$ cat src/rtl/cpu_pkg.sv
// Shared pipeline constants for the integer datapath: widths, register
// indices and the writeback-select encoding used by MEM/WB consumers.
package cpu_pkg;

  localparam int XLEN       = 32;
  localparam int REG_ADDR_W = 5;
  localparam int NREGS      = 32;

  localparam logic [REG_ADDR_W-1:0] REG_ZERO = 5'd0;

  // MemtoReg encoding: which MEM/WB bus feeds the register file.
  localparam logic WB_SEL_ALU = 1'b0;
  localparam logic WB_SEL_MEM = 1'b1;

  typedef enum logic {
    WB_ALU = WB_SEL_ALU,
    WB_MEM = WB_SEL_MEM
  } wb_sel_e;

  function automatic logic is_commit(input logic we, input logic [REG_ADDR_W-1:0] rd);
    return we && (rd != REG_ZERO);
  endfunction

endpackage

$ cat src/rtl/wb_regfile_core.sv
// Architectural integer register storage: one write port with the x0 guard
// and two combinational read ports that always return zero for x0.
module regfile_core
  import cpu_pkg::*;
(
  input  logic                  clk_i,
  input  logic                  rst_n_i,
  input  logic                  we_i,
  input  logic [REG_ADDR_W-1:0] waddr_i,
  input  logic [XLEN-1:0]       wdata_i,
  input  logic [REG_ADDR_W-1:0] raddr1_i,
  input  logic [REG_ADDR_W-1:0] raddr2_i,
  output logic [XLEN-1:0]       rdata1_o,
  output logic [XLEN-1:0]       rdata2_o
);

  logic [XLEN-1:0] regs_q [NREGS];

  always_ff @(posedge clk_i or negedge rst_n_i) begin
    if (!rst_n_i) begin
      for (int i = 0; i < NREGS; i++) begin
        regs_q[i] <= '0;
      end
    end else if (is_commit(we_i, waddr_i)) begin
      regs_q[waddr_i] <= wdata_i;
    end
  end

  // x0 is masked on read as well, so it reads zero even if storage were disturbed.
  always_comb begin
    rdata1_o = '0;
    rdata2_o = '0;
    if (raddr1_i != REG_ZERO) rdata1_o = regs_q[raddr1_i];
    if (raddr2_i != REG_ZERO) rdata2_o = regs_q[raddr2_i];
  end

endmodule

$ cat src/rtl/wb_regfile.sv
// Writeback stage: selects ALU/load result, commits it to the register file,
// serves the ID read ports and counts committed writes. Optional WB_BYPASS_EN.
module wb_regfile
  import cpu_pkg::*;
(
  input  logic                  clk_i,
  input  logic                  rst_n_i,
  input  logic                  RegWrite_i,
  input  logic                  MemtoReg_i,
  input  logic [XLEN-1:0]       ALUResult_i,
  input  logic [XLEN-1:0]       RDdata_i,
  input  logic [REG_ADDR_W-1:0] Instruction4_i,
  input  logic [REG_ADDR_W-1:0] RS1addr_i,
  input  logic [REG_ADDR_W-1:0] RS2addr_i,
  output logic [XLEN-1:0]       RS1data_o,
  output logic [XLEN-1:0]       RS2data_o,
  output logic [XLEN-1:0]       WBdata_o,
  output logic [31:0]           WBcount_o
);

  logic [XLEN-1:0] wbData;
  logic            commit;
  logic [XLEN-1:0] rs1Stored;
  logic [XLEN-1:0] rs2Stored;
  logic [31:0]     count_q;
  logic [31:0]     count_d;
  wb_sel_e         wbSel;

  assign wbSel    = wb_sel_e'(MemtoReg_i);
  assign wbData   = (wbSel == WB_MEM) ? RDdata_i : ALUResult_i;
  assign WBdata_o = wbData;
  assign commit   = is_commit(RegWrite_i, Instruction4_i);

  regfile_core u_core (
    .clk_i    (clk_i),
    .rst_n_i  (rst_n_i),
    .we_i     (RegWrite_i),
    .waddr_i  (Instruction4_i),
    .wdata_i  (wbData),
    .raddr1_i (RS1addr_i),
    .raddr2_i (RS2addr_i),
    .rdata1_o (rs1Stored),
    .rdata2_o (rs2Stored)
  );

`ifdef WB_BYPASS_EN
  // Write-first: a read of the register being committed sees the new value now.
  always_comb begin
    RS1data_o = rs1Stored;
    RS2data_o = rs2Stored;
    if (commit && (RS1addr_i == Instruction4_i)) RS1data_o = wbData;
    if (commit && (RS2addr_i == Instruction4_i)) RS2data_o = wbData;
  end
`else
  assign RS1data_o = rs1Stored;
  assign RS2data_o = rs2Stored;
`endif

  assign count_d = commit ? (count_q + 32'd1) : count_q;

  always_ff @(posedge clk_i or negedge rst_n_i) begin
    if (!rst_n_i) begin
      count_q <= '0;
    end else begin
      count_q <= count_d;
    end
  end

  assign WBcount_o = count_q;

endmodule

$ cat config.mk
export PLATFORM = sky130hd
export DESIGN_NAME = wb_regfile
export DESIGN_NICKNAME = d
export VERILOG_FILES = /design/src/rtl/cpu_pkg.sv /design/src/rtl/wb_regfile_core.sv /design/src/rtl/wb_regfile.sv
export SDC_FILE = /design/constraint.sdc
export NUM_CORES = 2
export LEC_CHECK = 0
export BUFFER_PORTS_ARGS = -buffer_cell sky130_fd_sc_hd__buf_4
export CAP_MARGIN = 20
export CORE_MARGIN = 2
export CORE_UTILIZATION = 60
export DETAILED_ROUTE_END_ITERATION = 12
export GPL_TIMING_DRIVEN = 0
export PLACE_DENSITY = 0.82
export SETUP_SLACK_MARGIN = 0.15
export SLEW_MARGIN = 10
export SYNTH_ARGS = -nofsm -noshare
export SYNTH_HDL_FRONTEND = slang
export SYNTH_SLANG_ARGS = --single-unit
export TNS_END_PERCENT = 20
$ cat constraint.sdc
create_clock -name clk_i -period 2 [get_ports clk_i]
set_clock_uncertainty 0.05 [all_clocks]
set_input_delay 0.2 -clock clk_i [delete_from_list [all_inputs] [get_ports clk_i]]
set_output_delay 0.2 -clock clk_i [all_outputs]
set_load 0.03 [all_outputs]
==> flow_metrics.tcl <==
set metrics [dict create \
    setup_viol 67 \
    place_congestion 1.01 \
    first_global_vias 49100 \
    ys.warnings.count 0 \
    start_util_pct 60.5 \
    vias 49800 \
    required_ns 1.75 \
    synth_area_leader_cell "dfrtp_1" \
    synth-edff-count 0 \
    postLayoutSetupSlackWorst_ns -0.848 \
    ys.flop_type "dfrtp_1" \
    drv_slew 0 \
    ys_types 51 \
    dieArea_sq_um 93200 \
    startpoint_type "input port" \
    yosysTopAreaCellShare_pct 48.5 \
    synthToLayoutAreaGrowth_pct 24.2 \
    core-area_sq_um 90000 \
    grt.overflow.total 0 \
    tritoncts "done" \
    syn_inst 4912 \
    cap_violations 0 \
    die_h_microns 305 \
    place_area_sq_um 59100 \
    p_per_area_nw_per_um2 1060 \
    wl_per_cell_microns 35.0 \
    synthArstFlopShare_pct 100 \
    synth_area_leaders "dfrtp_1, mux4_2, o21ai_0" \
    clkLatencyLatePin_ns 0.71 \
    syn_nets 4996 \
    routed_wirelength_microns 232000 \
    cts_buffers 109 \
    final_common_cell "dfrtp_1" \
    mostFrequentLayoutCells "dfrtp_1, nand2_1, o21ai_0, mux4_2, nor2_1" \
    dpl.hpwl_microns 154000 \
    crit_fanout 10 \
    port_buffers 197 \
    cp-end-kind "output pin" \
    num-fill-cells 5595 \
    status "finished with violations" \
    cts_root_buf "clkbuf_16" \
    max_freq_mhz 351 \
    path_clk_slew_ns 0.06 \
    ys_seq_area_share_pct 48.5 \
    holdWs_ns -0.634 \
    tightestPinTransition_ns 1.04 \
    grt_max_degree 169 \
    finalHoldViolations 306 \
    final_nets 5460 \
    boundaryPins 211 \
    violations "DRC, hold timing, setup timing" \
    finalPower_uw 71800 \
    rsz0062_at_grt "yes" \
    remaining_drc_errors 1 \
    finalCriticalPeriod_ns 2.85 \
    avgSynthCellArea_sq_um 11.1 \
    critPathArrivalTime_ns 2.60 \
    grt_use_total_pct 49.1 \
    drive_gt1_share_pct 29.9 \
    hp-class "in2async" \
    cts.path.max_buffers 3 \
    crit_type "in2out" \
    drt_iter0_drc 9416 \
    drtAntennaViolNets 0 \
    netlist_area_sq_um 54400 \
    htreeDepth 3 \
    drt_pass1_iterations 13 \
    grt_pass1_wl_microns 329000 \
    synth_seq_cells 1056 \
    antenna_found_initial 5 \
    max-slew-margin-rel_pct 30.1 \
    cts.sinks 1056 \
    die_x_microns 305 \
    fp-row-count 110 \
    finish.instance_area_sq_um 67600 \
    avgViaCountPerCell 7.49 \
    ir_drop_mv 0.932 \
    p_leak_uw 0.0285 \
    fin_crit_sh_pct 142 \
]
[per-stage QoR]
stage                      TNS, ns  worst slack [ns]  utilization (%)  instances
after global routing        -43.01            -0.771             75.1       6644
after floorplan                  0             0.122                -       4912
final                       -45.48            -0.848             75.1       6644
after global placement           -            -11.79             65.4       6285
after CTS                   -85.70            -0.666             74.4       6619
after detailed placement  -1104.99             -1.55             65.7       6298
[area by class of cell]
type	count	area [sq um]	area share (%)
Antenna cell	2	5.00	0.00740
Buffer	532	3140	4.64
Clock buffer	159	3230	4.78
Clock inverter	42	706	1.04
Inverter	39	146	0.217
Multi-Input combinational cell	3283	29100	43.1
Sequential cell	1056	26400	39.1
Tap cell	1176	1470	2.18
Timing Repair Buffer	355	3360	4.97
[sequential cells by signal, summed over array words and instances (netlist names)]
name           flops
WBcount_o         32
u_core.regs_q   1024
[repair_timing]
item | in CTS | in global routing
hold buffers | 63 | 4
hold endpoints to repair | 373 | 238
endpoints found under the setup margin | 1055 | 561
pin swaps | 126 | 35
buffers inserted | 59 | 14
gates resized for setup | 637 | 130
gates cloned | 0 | 4
[cell families after synthesis]
family	synth area share, %
AO/OA/AOI/OAI	14.1
XOR/XNOR	0.499
adder cells (fa/ha/maj)	0.0230
buffers and inverters	4.89
flip-flops	48.5
multiplexers	22.8
AND/OR/NAND/NOR	9.19
[path summary, 6_finish.rpt]
check | from | endpoint | slack [ns] | cells past startpoint
setup / recovery | RS2addr_i[2] | RS2data_o[11] | -0.85 | 7
hold / removal | rst_n_i | WBcount_o[29]$_DFFE_PN0P_ | -0.63 | 1
setup reg to reg | WBcount_o[11]$_DFFE_PN0P_ | WBcount_o[31]$_DFFE_PN0P_ | 0.02 | 5
hold reg to reg | u_core.regs_q[1000]$_DFFE_PN0P_ | u_core.regs_q[1000]$_DFFE_PN0P_ | 0.43 | 1
max in group asynchronous | rst_n_i | u_core.regs_q[623]$_DFFE_PN0P_ | 0.58 | 5
min in group clk_i | ALUResult_i[30] | u_core.regs_q[990]$_DFFE_PN0P_ | -0.02 | 4
[cells in the mapped netlist (all sizes together) (7+ instances only)]
| library cell | number |
|---|---|
| a221oi | 46 |
| nor3 | 11 |
| xor2 | 19 |
| nor2b | 68 |
| nor2 | 405 |
| nand2 | 662 |
| mux2 | 64 |
| dfrtp | 1056 |
| o2111ai | 19 |
| mux2i | 160 |
| buf | 179 |
| xnor2 | 12 |
| clkbuf | 355 |
| nand4 | 7 |
| mux4 | 448 |
| nand3 | 16 |
| nand3b | 8 |
| inv | 39 |
| nor4 | 9 |
| o21ai | 719 |
| a21oi | 384 |
| a211oi | 64 |
| a22oi | 64 |
| a311oi | 64 |
[routing by layer]
metal / vias up / wire, microns / track usage, %
met5: - / 298 / 1.34
met4: 12 / 20300 / 31.9
met3: 1425 / 43000 / 26.6
met2: 5058 / 95200 / 68.1
met1: 24500 / 73600 / 59.2
li1: 18700 / - / -
[report_power, final]
part           switching (uW)  internal [uW]
Sequential               4010          25800
Clock                    9270          13600
Combinational           10600           8580
Total                   23800          47900
[worst max-delay path: stages]
cell      delay (ns)
buf_4           0.24
buf_4           0.31
buf_4           0.39
buf_4           0.42
a211oi_4        0.17
a311oi_4        0.61
buf_6           0.22
Power figures use the tool's default switching activity.
